<file path="src/rtl/bitbakery_serial_rx_if.sv">
// -----------------------------------------------------------------------------
// bitbakery_serial_rx_if
// Bundles the serial line and every decoded output of the BitBakery receiver.
//   entrada_serial : serial line into the receiver, idle high
//   byte_data      : last received byte
//   byte_valid     : 1-cycle pulse, byte_data updated
//   minigame       : D0[5:4] of last good packet (2'b11 = no game)
//   estado         : D0[3:0] of last good packet
//   jogada         : {D2[5], D1[5:0]} of last good packet
//   dificuldade    : D2[4] of last good packet
//   packet_valid   : 1-cycle pulse, packet fields updated
//   frame_error    : 1-cycle pulse, stop bit sampled low
//   seq_error      : 1-cycle pulse, tag order/payload violation or timeout
// Modports: slave = receiver side, master = line driver / output consumer.
// -----------------------------------------------------------------------------
interface bitbakery_serial_rx_if;
  logic       entrada_serial;
  logic [7:0] byte_data;
  logic       byte_valid;
  logic [1:0] minigame;
  logic [3:0] estado;
  logic [6:0] jogada;
  logic       dificuldade;
  logic       packet_valid;
  logic       frame_error;
  logic       seq_error;

  modport slave (
    input  entrada_serial,
    output byte_data, byte_valid, minigame, estado, jogada, dificuldade,
    output packet_valid, frame_error, seq_error
  );

  modport master (
    output entrada_serial,
    input  byte_data, byte_valid, minigame, estado, jogada, dificuldade,
    input  packet_valid, frame_error, seq_error
  );
endinterface

</file>
<file path="src/rtl/bitbakery_serial_rx.sv">
// -----------------------------------------------------------------------------
// bitbakery_serial_rx
// UART (8N1) receiver for the 4-byte BitBakery status packet. Bytes carry a
// tag in bits [7:6] (00, 01, 10, 11 for D0..D3); a complete, well-ordered
// packet is committed to the minigame/estado/jogada/dificuldade outputs.
// Ports:
//   clock : system clock
//   reset : asynchronous, active-low reset
//   rx    : bitbakery_serial_rx_if.slave (serial line in, decoded outputs)
// Parameters:
//   CLKS_PER_BIT : clock cycles per bit, >= 4
//   TIMEOUT_CLKS : max idle cycles between bytes of one packet
// -----------------------------------------------------------------------------
module bitbakery_serial_rx #(
  parameter int CLKS_PER_BIT = 434,
  parameter int TIMEOUT_CLKS = 100000
) (
  input  logic                  clock,
  input  logic                  reset,
  bitbakery_serial_rx_if.slave  rx
);

  localparam int CNT_W = $clog2(CLKS_PER_BIT + 1);
  localparam int TO_W  = $clog2(TIMEOUT_CLKS + 1);
  localparam logic [CNT_W-1:0] BIT_LAST  = CNT_W'(CLKS_PER_BIT - 1);
  localparam logic [CNT_W-1:0] HALF_LAST = CNT_W'(CLKS_PER_BIT / 2 - 1);
  localparam logic [TO_W-1:0]  TO_LAST   = TO_W'(TIMEOUT_CLKS - 1);

  typedef enum logic [1:0] {BIT_IDLE, BIT_START, BIT_DATA, BIT_STOP} bit_state_t;
  typedef enum logic [1:0] {WAIT_D0, WAIT_D1, WAIT_D2, WAIT_D3}      pkt_state_t;

  // ---------------------------------------------------------------- sync
  logic [1:0] r_sync;
  logic       w_rx;

  // NOTE: sequential state always uses non-blocking (<=) so every register
  // samples pre-edge values; blocking here would create order-dependent races.
  always_ff @(posedge clock or negedge reset) begin
    if (!reset) r_sync <= 2'b11;  // line idles high, so no false start after reset
    else        r_sync <= {r_sync[0], rx.entrada_serial};
  end

  assign w_rx = r_sync[1];

  // ---------------------------------------------------------------- bit FSM
  bit_state_t       r_bit_state;
  logic [CNT_W-1:0] r_clk_cnt;
  logic [2:0]       r_bit_cnt;
  logic [7:0]       r_shift;
  logic             r_rx_prev;
  logic [7:0]       r_byte_data;
  logic             r_byte_valid;
  logic             r_frame_error;

  always_ff @(posedge clock or negedge reset) begin
    if (!reset) begin
      r_bit_state   <= BIT_IDLE;
      r_clk_cnt     <= '0;
      r_bit_cnt     <= '0;
      r_shift       <= '0;
      r_rx_prev     <= 1'b1;
      r_byte_data   <= '0;
      r_byte_valid  <= 1'b0;
      r_frame_error <= 1'b0;
    end else begin
      r_rx_prev     <= w_rx;
      r_byte_valid  <= 1'b0;
      r_frame_error <= 1'b0;
      case (r_bit_state)
        BIT_IDLE: begin
          if (r_rx_prev && !w_rx) begin
            r_bit_state <= BIT_START;
            r_clk_cnt   <= '0;
            r_bit_cnt   <= '0;
          end
        end
        BIT_START: begin
          // Half a bit after the edge: still low means a real start bit.
          if (r_clk_cnt == HALF_LAST) begin
            r_clk_cnt   <= '0;
            r_bit_state <= w_rx ? BIT_IDLE : BIT_DATA;
          end else begin
            r_clk_cnt <= r_clk_cnt + 1'b1;
          end
        end
        BIT_DATA: begin
          if (r_clk_cnt == BIT_LAST) begin
            r_clk_cnt <= '0;
            r_shift   <= {w_rx, r_shift[7:1]};  // LSB arrives first
            if (r_bit_cnt == 3'd7) r_bit_state <= BIT_STOP;
            else                   r_bit_cnt   <= r_bit_cnt + 1'b1;
          end else begin
            r_clk_cnt <= r_clk_cnt + 1'b1;
          end
        end
        BIT_STOP: begin
          if (r_clk_cnt == BIT_LAST) begin
            r_clk_cnt   <= '0;
            r_bit_state <= BIT_IDLE;
            if (w_rx) begin
              r_byte_valid <= 1'b1;
              r_byte_data  <= r_shift;
            end else begin
              r_frame_error <= 1'b1;
            end
          end else begin
            r_clk_cnt <= r_clk_cnt + 1'b1;
          end
        end
        default: r_bit_state <= BIT_IDLE;
      endcase
    end
  end

  // ---------------------------------------------------------------- packet FSM
  pkt_state_t      r_pkt_state;
  logic [5:0]      r_sh_d0;
  logic [5:0]      r_sh_d1;
  logic [1:0]      r_sh_d2;      // D2[5:4]; D2[3:0] must be zero
  logic [TO_W-1:0] r_to_cnt;
  logic [1:0]      r_minigame;
  logic [3:0]      r_estado;
  logic [6:0]      r_jogada;
  logic            r_dificuldade;
  logic            r_packet_valid;
  logic            r_seq_error;
  logic [1:0]      w_tag;

  assign w_tag = r_byte_data[7:6];

  always_ff @(posedge clock or negedge reset) begin
    if (!reset) begin
      r_pkt_state    <= WAIT_D0;
      // NOTE: the shadow registers are only read after being written, but
      // they are small and resetting them keeps simulation X-free.
      r_sh_d0        <= '0;
      r_sh_d1        <= '0;
      r_sh_d2        <= '0;
      r_to_cnt       <= '0;
      r_minigame     <= 2'b11;
      r_estado       <= '0;
      r_jogada       <= '0;
      r_dificuldade  <= 1'b0;
      r_packet_valid <= 1'b0;
      r_seq_error    <= 1'b0;
    end else begin
      r_packet_valid <= 1'b0;
      r_seq_error    <= 1'b0;
      if (r_frame_error) begin
        // Broken byte aborts the packet; frame_error alone reports it.
        r_pkt_state <= WAIT_D0;
        r_to_cnt    <= '0;
      end else if (r_byte_valid) begin
        r_to_cnt <= '0;
        if (w_tag == 2'b00) begin
          r_sh_d0     <= r_byte_data[5:0];
          r_pkt_state <= WAIT_D1;
          if (r_pkt_state != WAIT_D0) r_seq_error <= 1'b1;
        end else begin
          case (r_pkt_state)
            WAIT_D1: begin
              if (w_tag == 2'b01) begin
                r_sh_d1     <= r_byte_data[5:0];
                r_pkt_state <= WAIT_D2;
              end else begin
                r_seq_error <= 1'b1;
                r_pkt_state <= WAIT_D0;
              end
            end
            WAIT_D2: begin
              if (w_tag == 2'b10 && r_byte_data[3:0] == 4'd0) begin
                r_sh_d2     <= r_byte_data[5:4];
                r_pkt_state <= WAIT_D3;
              end else begin
                r_seq_error <= 1'b1;
                r_pkt_state <= WAIT_D0;
              end
            end
            WAIT_D3: begin
              r_pkt_state <= WAIT_D0;
              if (r_byte_data == 8'b1100_0000) begin
                r_minigame     <= r_sh_d0[5:4];
                r_estado       <= r_sh_d0[3:0];
                r_jogada       <= {r_sh_d2[1], r_sh_d1};
                r_dificuldade  <= r_sh_d2[0];
                r_packet_valid <= 1'b1;
              end else begin
                r_seq_error <= 1'b1;
              end
            end
            default: r_seq_error <= 1'b1;  // non-00 byte while waiting for D0
          endcase
        end
      end else if (r_pkt_state != WAIT_D0 && r_bit_state == BIT_IDLE) begin
        if (r_to_cnt == TO_LAST) begin
          r_seq_error <= 1'b1;
          r_pkt_state <= WAIT_D0;
          r_to_cnt    <= '0;
        end else begin
          r_to_cnt <= r_to_cnt + 1'b1;
        end
      end else if (r_pkt_state == WAIT_D0) begin
        r_to_cnt <= '0;
      end
    end
  end

  assign rx.byte_data    = r_byte_data;
  assign rx.byte_valid   = r_byte_valid;
  assign rx.frame_error  = r_frame_error;
  assign rx.minigame     = r_minigame;
  assign rx.estado       = r_estado;
  assign rx.jogada       = r_jogada;
  assign rx.dificuldade  = r_dificuldade;
  assign rx.packet_valid = r_packet_valid;
  assign rx.seq_error    = r_seq_error;

endmodule

</file>
<file path="src/flat_wrapper.sv">
// flat-port wrapper written by rule: the top's interface ports become plain ports
module bitbakery_serial_rx_flat 
#(
  parameter int CLKS_PER_BIT = 434,
  parameter int TIMEOUT_CLKS = 100000
)
  (clock, reset, rx_entrada_serial, rx_byte_data, rx_byte_valid, rx_minigame, rx_estado, rx_jogada, rx_dificuldade, rx_packet_valid, rx_frame_error, rx_seq_error);
  bitbakery_serial_rx_if rx_i ();
  input  logic clock;
  input  logic reset;
  input wire logic [$bits(rx_i.entrada_serial)-1:0] rx_entrada_serial;
  output wire logic [$bits(rx_i.byte_data)-1:0] rx_byte_data;
  output wire logic [$bits(rx_i.byte_valid)-1:0] rx_byte_valid;
  output wire logic [$bits(rx_i.minigame)-1:0] rx_minigame;
  output wire logic [$bits(rx_i.estado)-1:0] rx_estado;
  output wire logic [$bits(rx_i.jogada)-1:0] rx_jogada;
  output wire logic [$bits(rx_i.dificuldade)-1:0] rx_dificuldade;
  output wire logic [$bits(rx_i.packet_valid)-1:0] rx_packet_valid;
  output wire logic [$bits(rx_i.frame_error)-1:0] rx_frame_error;
  output wire logic [$bits(rx_i.seq_error)-1:0] rx_seq_error;
  assign rx_i.entrada_serial = rx_entrada_serial;
  assign rx_byte_data = rx_i.byte_data;
  assign rx_byte_valid = rx_i.byte_valid;
  assign rx_minigame = rx_i.minigame;
  assign rx_estado = rx_i.estado;
  assign rx_jogada = rx_i.jogada;
  assign rx_dificuldade = rx_i.dificuldade;
  assign rx_packet_valid = rx_i.packet_valid;
  assign rx_frame_error = rx_i.frame_error;
  assign rx_seq_error = rx_i.seq_error;
  bitbakery_serial_rx #(.CLKS_PER_BIT(CLKS_PER_BIT), .TIMEOUT_CLKS(TIMEOUT_CLKS)) u_core (.clock(clock), .reset(reset), .rx(rx_i));
endmodule
</file>
<file path="config.mk">
export PLATFORM = sky130hd
export DESIGN_NAME = bitbakery_serial_rx_flat
export DESIGN_NICKNAME = d
export VERILOG_FILES = /design/src/rtl/bitbakery_serial_rx_if.sv /design/src/rtl/bitbakery_serial_rx.sv /design/src/flat_wrapper.sv
export SDC_FILE = /design/constraint.sdc
export NUM_CORES = 1
export LEC_CHECK = 0
export ABC_CLOCK_PERIOD_IN_PS = 2700
export CORE_MARGIN = 1
export CORE_UTILIZATION = 45
export DETAILED_ROUTE_END_ITERATION = 10
export SYNTH_ARGS = -nofsm -noshare
export SYNTH_HDL_FRONTEND = slang
export SYNTH_SLANG_ARGS = --single-unit
export TNS_END_PERCENT = 1
</file>
<file path="constraint.sdc">
create_clock -name clock -period 2.7 [get_ports clock]
set_clock_uncertainty 0.15 [all_clocks]
set_input_delay 0.27 -clock clock [delete_from_list [all_inputs] [get_ports clock]]
set_output_delay 0.27 -clock clock [all_outputs]
set_load 0.01 [all_outputs]
</file>
After elaboration in Yosys (flattened, before gate mapping)
Cells that the tools add are included.

Register bits: 84. Input bits: 3. Output and inout port bits: 26. Word-level logic and storage cells: 117.

Add/sub/neg operators: 3. Equality and inequality tests: 20. Mux-type cells: 49. Bitwise gates (word level): 2. Reduce and logical (&&, ||, !) cells: 23.

Operator list (number): 17-bit 2-to-1 mux (5); 9-bit 2-to-1 mux (3); 9-bit one-hot mux with 3 select lines (1); 2-bit 2-to-1 mux (13); 1-bit 2-to-1 mux (20); 5-bit AND reduction (4); 17-bit by 1-bit adder with 17-bit output (second input constant) (1); 17-bit == test (second input constant) (1); 2-bit == test (second input constant) (5); 2-bit by 1-bit inequality test with 1-bit output (second input constant) (5); 9-bit by 1-bit adder with 9-bit output (second input constant) (1); 9-bit by 8-bit == test with 1-bit output (second input constant) (1); 9-bit == test (second input constant) (1); 3-bit 2-to-1 mux (3); 3-bit AND reduction (3); 8-bit == test (second input constant) (1); 2-bit one-hot mux with 4 select lines (1); 2-bit by 1-bit == test with 1-bit output (second input constant) (3); 2-bit zero test (3); 6-bit inequality test (second input constant) (1); 2-bit one-hot mux with 3 select lines (1); 3-bit one-hot mux with 2 select lines (1); 3-bit nonzero test (2); 4-bit zero test (1); 12 further kinds (16).

Longest topological paths before layout
Depth after elaboration: 7. Mapped depth: 7. Mapped depth without buffers: 6.

Least setup slack after synthesis
No wires, ideal clock.

Kind: register to register. Start point: register u_core.r_byte_data[1] (netlist: u_core.rx.byte_data[1]). End point: register u_core.r_dificuldade (netlist: u_core.rx.dificuldade). Library setup time: 125 ps. Data arrival time: 1880 ps. Data required time: 2425 ps. Slack: 545 ps. Cell stages (with the launch flop): 7. Clock period less this slack: 2155 ps. Cell sequence: dfrtp_1 nor4_4 nand2_2 or4_4 buf_6 buf_12 mux2_4.

Longest elaborated chain between the ends: 2.

RTL lines: start, declared (line bitbakery_serial_rx.sv:51) `logic [7:0] r_byte_data;`; start signal, assigned (line bitbakery_serial_rx.sv:102) `r_byte_data <= r_shift;`; 8-bit == test (line bitbakery_serial_rx.sv:181) `if (r_byte_data == 8'b1100_0000) begin`; 5-bit AND reduction (no source line); end signal, assigned (line bitbakery_serial_rx.sv:185) `r_dificuldade <= r_sh_d2[0];`; end, declared (line bitbakery_serial_rx.sv:124) `logic r_dificuldade;`.

No other way between the ends. A chain may end at the register's enable or synchronous reset.

==> reports/results.txt <==
CTS root buffer = clkbuf_8
Synth Flop Type = dfrtp_1
Die Wd = 96.0 um
Routed Antenna Nets = 0
Setup TNS = 0 ns
VDD IR-drop max = 0.306 mV
Global Route Usage Sum = 19.2%
Placer Congestion = 0.829
die height = 96.0 um
H-tree lvl count = 3
Slew Limit Fails = 0
post-CTS repair timing setup buffer count = 0
final core occ = 54.7%
Worst-Margin Slew = 0.829 ns
Ys Warns = 0
Netlist cell types = 55
1st-pass router iterations = 4
Vias/cell = 5.79
Clock Path Buffers = 2
register bit total from synthesis = 84
via count = 2816
Fmax achieved = 0.447 GHz
clock power share = 34.6%
CTS resizes = 0
critical path type = reg -> reg
Slew headroom = 44.7%
initial antenna violation count = 0
Gate power share = 13.5%
RSZ-0062 raised after global routing = no
Seq/Total Area, Yosys = 53.0%
switching part of the total power = 29.3%
first-pass GRT wire length = 13400 um
remaining design rule violation count = 0
Hold Crit Class = in -> reg
fillers = 755
Crit. End Element = register
Seq. cell area = 2110 um2
NumNets Final = 385
register share of total power = 51.9%
cts bufs inserted = 9
initial drt markers = 104
Post-Syn Area = 3980 um2
Total Wirelength = 7730 um
die area = 9220 um2
CTS tree = yes
maxcap violations = 0
net switching power = 772 uW
Worst EP arrival = 2.33 ns
Final Hold Fails = 0
dpl hpwl = 5290 um
P per Cell Area = 575 nW/um2
Async SR Flop Fraction = 100%
largest net degree at the start of global routing = 46
ANT cells = 0
GR Overflow Total = 0
boundary pin count = 29
layout cell share with drive strength beyond 1 = 22.0%
critical path fanouts, max = 12
leakage = 2.03 nW
# rows = 33
clock transition at the registers of the reported paths = 0.08 ns
DR WL/cell = 15.9 um
core area = 8380 um2
Synth-to-Final Area Change = 15.1%
CTS Sinks = 84
clk_lat worst skew = 0.36 ns
P_int = 1.86 mW
Tmin final = 2.24 ns
Syn Inst Count = 344
Tcrit/Tclk final = 82.9%
critical path required time = 2.79 ns
number of global-route vias before repair = 2728
starting density of the core = 47.5%
port buffer count = 28
Tot Pwr = 2.63 mW
synthesized area per cell = 11.6 um2
footprint of the multi-input gates = 1770 um2
Worst setup SP type = register
Post-synth EDFFs = 0
Mapped Nets = 353
status = complete, no violations
final setup vio count = 0
==> flip-flops by register name, indices dropped and copies added, names as in the netlist, 2 cells and up, named ones only <==
register and count:
u_core.rx.minigame 2, u_core.r_pkt_state 2, u_core.r_bit_cnt 3, u_core.rx.byte_data 8
u_core.r_clk_cnt 9, u_core.r_sh_d1 6, u_core.r_sh_d2 2, u_core.r_to_cnt 17
u_core.r_shift 8, u_core.rx.estado 4, u_core.rx.jogada 7, u_core.r_sync 2
u_core.r_sh_d0 6
==> critical path, stage by stage, from the launching register on <==
cell and delay, ns:
dfrtp_1 0.45, inv_1 0.07, ha_1 0.19, nor4bb_1 0.13, a21oi_1 0.67, nor3b_1 0.17
mux2_2 0.30
==> path summary, 6_finish.rpt <==
| path | startpoint | end | slack [ns] | depth (start not counted) |
|---|---|---|---|---|
| worst max-delay path | u_core.r_clk_cnt[0] | register | 0.46 | 6 |
| worst min-delay path | rx_entrada_serial | u_core.r_sync[0] | 0.17 | 1 |
| worst max register to register | u_core.r_clk_cnt[0] | register | 0.46 | 6 |
| worst min register to register | u_core.r_sync[0] | u_core.r_sync[1] | 0.21 | 0 |
| max in group asynchronous | reset | u_core.r_rx_prev | 1.40 | 3 |
| min in group asynchronous | reset | u_core.rx.jogada[0] | 0.30 | 2 |
==> final cells by class <==
cell class                      instances  area share (%)
Clock buffer                           10            2.79
Clock inverter                          6            1.58
Inverter                                6           0.492
Multi-Input combinational cell        239            38.6
Sequential cell                        84            46.0
Tap cell                              105            2.87
Timing Repair Buffer                   36            7.70
==> cells in the mapped netlist (3+ instances only) <==
library cell	number	area, um2
o22ai_1	3	18.8
nor2b_1	4	25.0
dfrtp_1	79	1980
nand2_1	33	124
nand3b_1	5	37.5
a21oi_1	5	25.0
nor4_1	8	50.1
nand4_1	7	43.8
nand4b_1	3	26.3
mux2_2	36	405
o221ai_1	3	26.3
o31ai_1	3	22.5
ha_1	6	75.1
dfstp_2	5	131
clkbuf_1	11	41.3
or2_2	3	18.8
o211ai_1	4	30.0
mux2_4	9	135
nor2_1	16	60.1
xor2_1	4	35.0
o21ai_0	13	65.1
nor3_1	11	55.1
nand3_1	13	65.1
inv_1	6	22.5
a31oi_1	14	87.6
==> power by group through the flow <==
stage | Clock (mW) | Combinational, mW | Sequential, mW
3_5_place_dp | 0 | 0.354 | 1.39
4_1_cts | 0.946 | 0.359 | 1.37
5_1_grt | 1.00 | 0.404 | 1.38
3_3_place_gp | 0 | 0.351 | 1.39
2_1_floorplan | 0 | 0.259 | 1.36
6_report | 0.911 | 0.354 | 1.37
==> repair_timing <==
action / CTS / global route
endpoints found under the hold margin: 42 / 0
hold buffers: 1 / 0
setup endpoints to repair: 0 / 0
==> through the flow <==
| stage | instance area (um2) | setup slack [ns] | hold slack [ns] | cells |
|---|---|---|---|---|
| after floorplan | 3980 | 0.545 | -0.176 | 344 |
| after global placement | 4370 | 0.528 | 0.164 | 469 |
| after detailed placement | 4370 | 0.489 | 0.172 | 469 |
| after CTS | 4580 | 0.465 | 0.147 | 486 |
| after global routing | 4580 | 0.266 | 0.156 | 486 |
| final | 4580 | 0.461 | 0.168 | 486 |
==> cell families after synthesis <==
family          count (synthesis)  synth area share, %
compound gates                 59                 10.0
xor+xnor                        5                 1.10
buf+inv                        21                 2.64
flops                          84                 53.0
mux                            45                 13.6
fa+ha+maj                       6                 1.89
simple gates                  124                 17.8
==> cells in the final DEF (no fill, tap or decap), drive strengths merged, types with 4 or more instances in the layout <==
cell / Yosys / routed
nand4: 7 / 7
mux2: 45 / 45
a21oi: 5 / 5
clkdlybuf4s50: 0 / 27
ha: 6 / 6
nor2b: 4 / 4
nand2: 34 / 34
nand3: 13 / 13
dfrtp: 79 / 79
o211ai: 4 / 4
nor3: 13 / 13
a31oi: 14 / 14
dfstp: 5 / 5
nand3b: 5 / 5
nor4: 9 / 9
xor2: 4 / 4
inv: 6 / 8
clkbuf: 11 / 10
o21ai: 13 / 13
buf: 4 / 8
nor2: 16 / 16
==> per-layer routing <==
metal  vias up  global-route usage, %  share of wire, %
met2        54                   30.2                46
li1       1345                      -                 -
met3         9                   3.87               3.4
met5         -                      0                 0
met1      1408                   25.7                49
met4         0                   8.08               1.4
(Power assumes the default switching activity.)
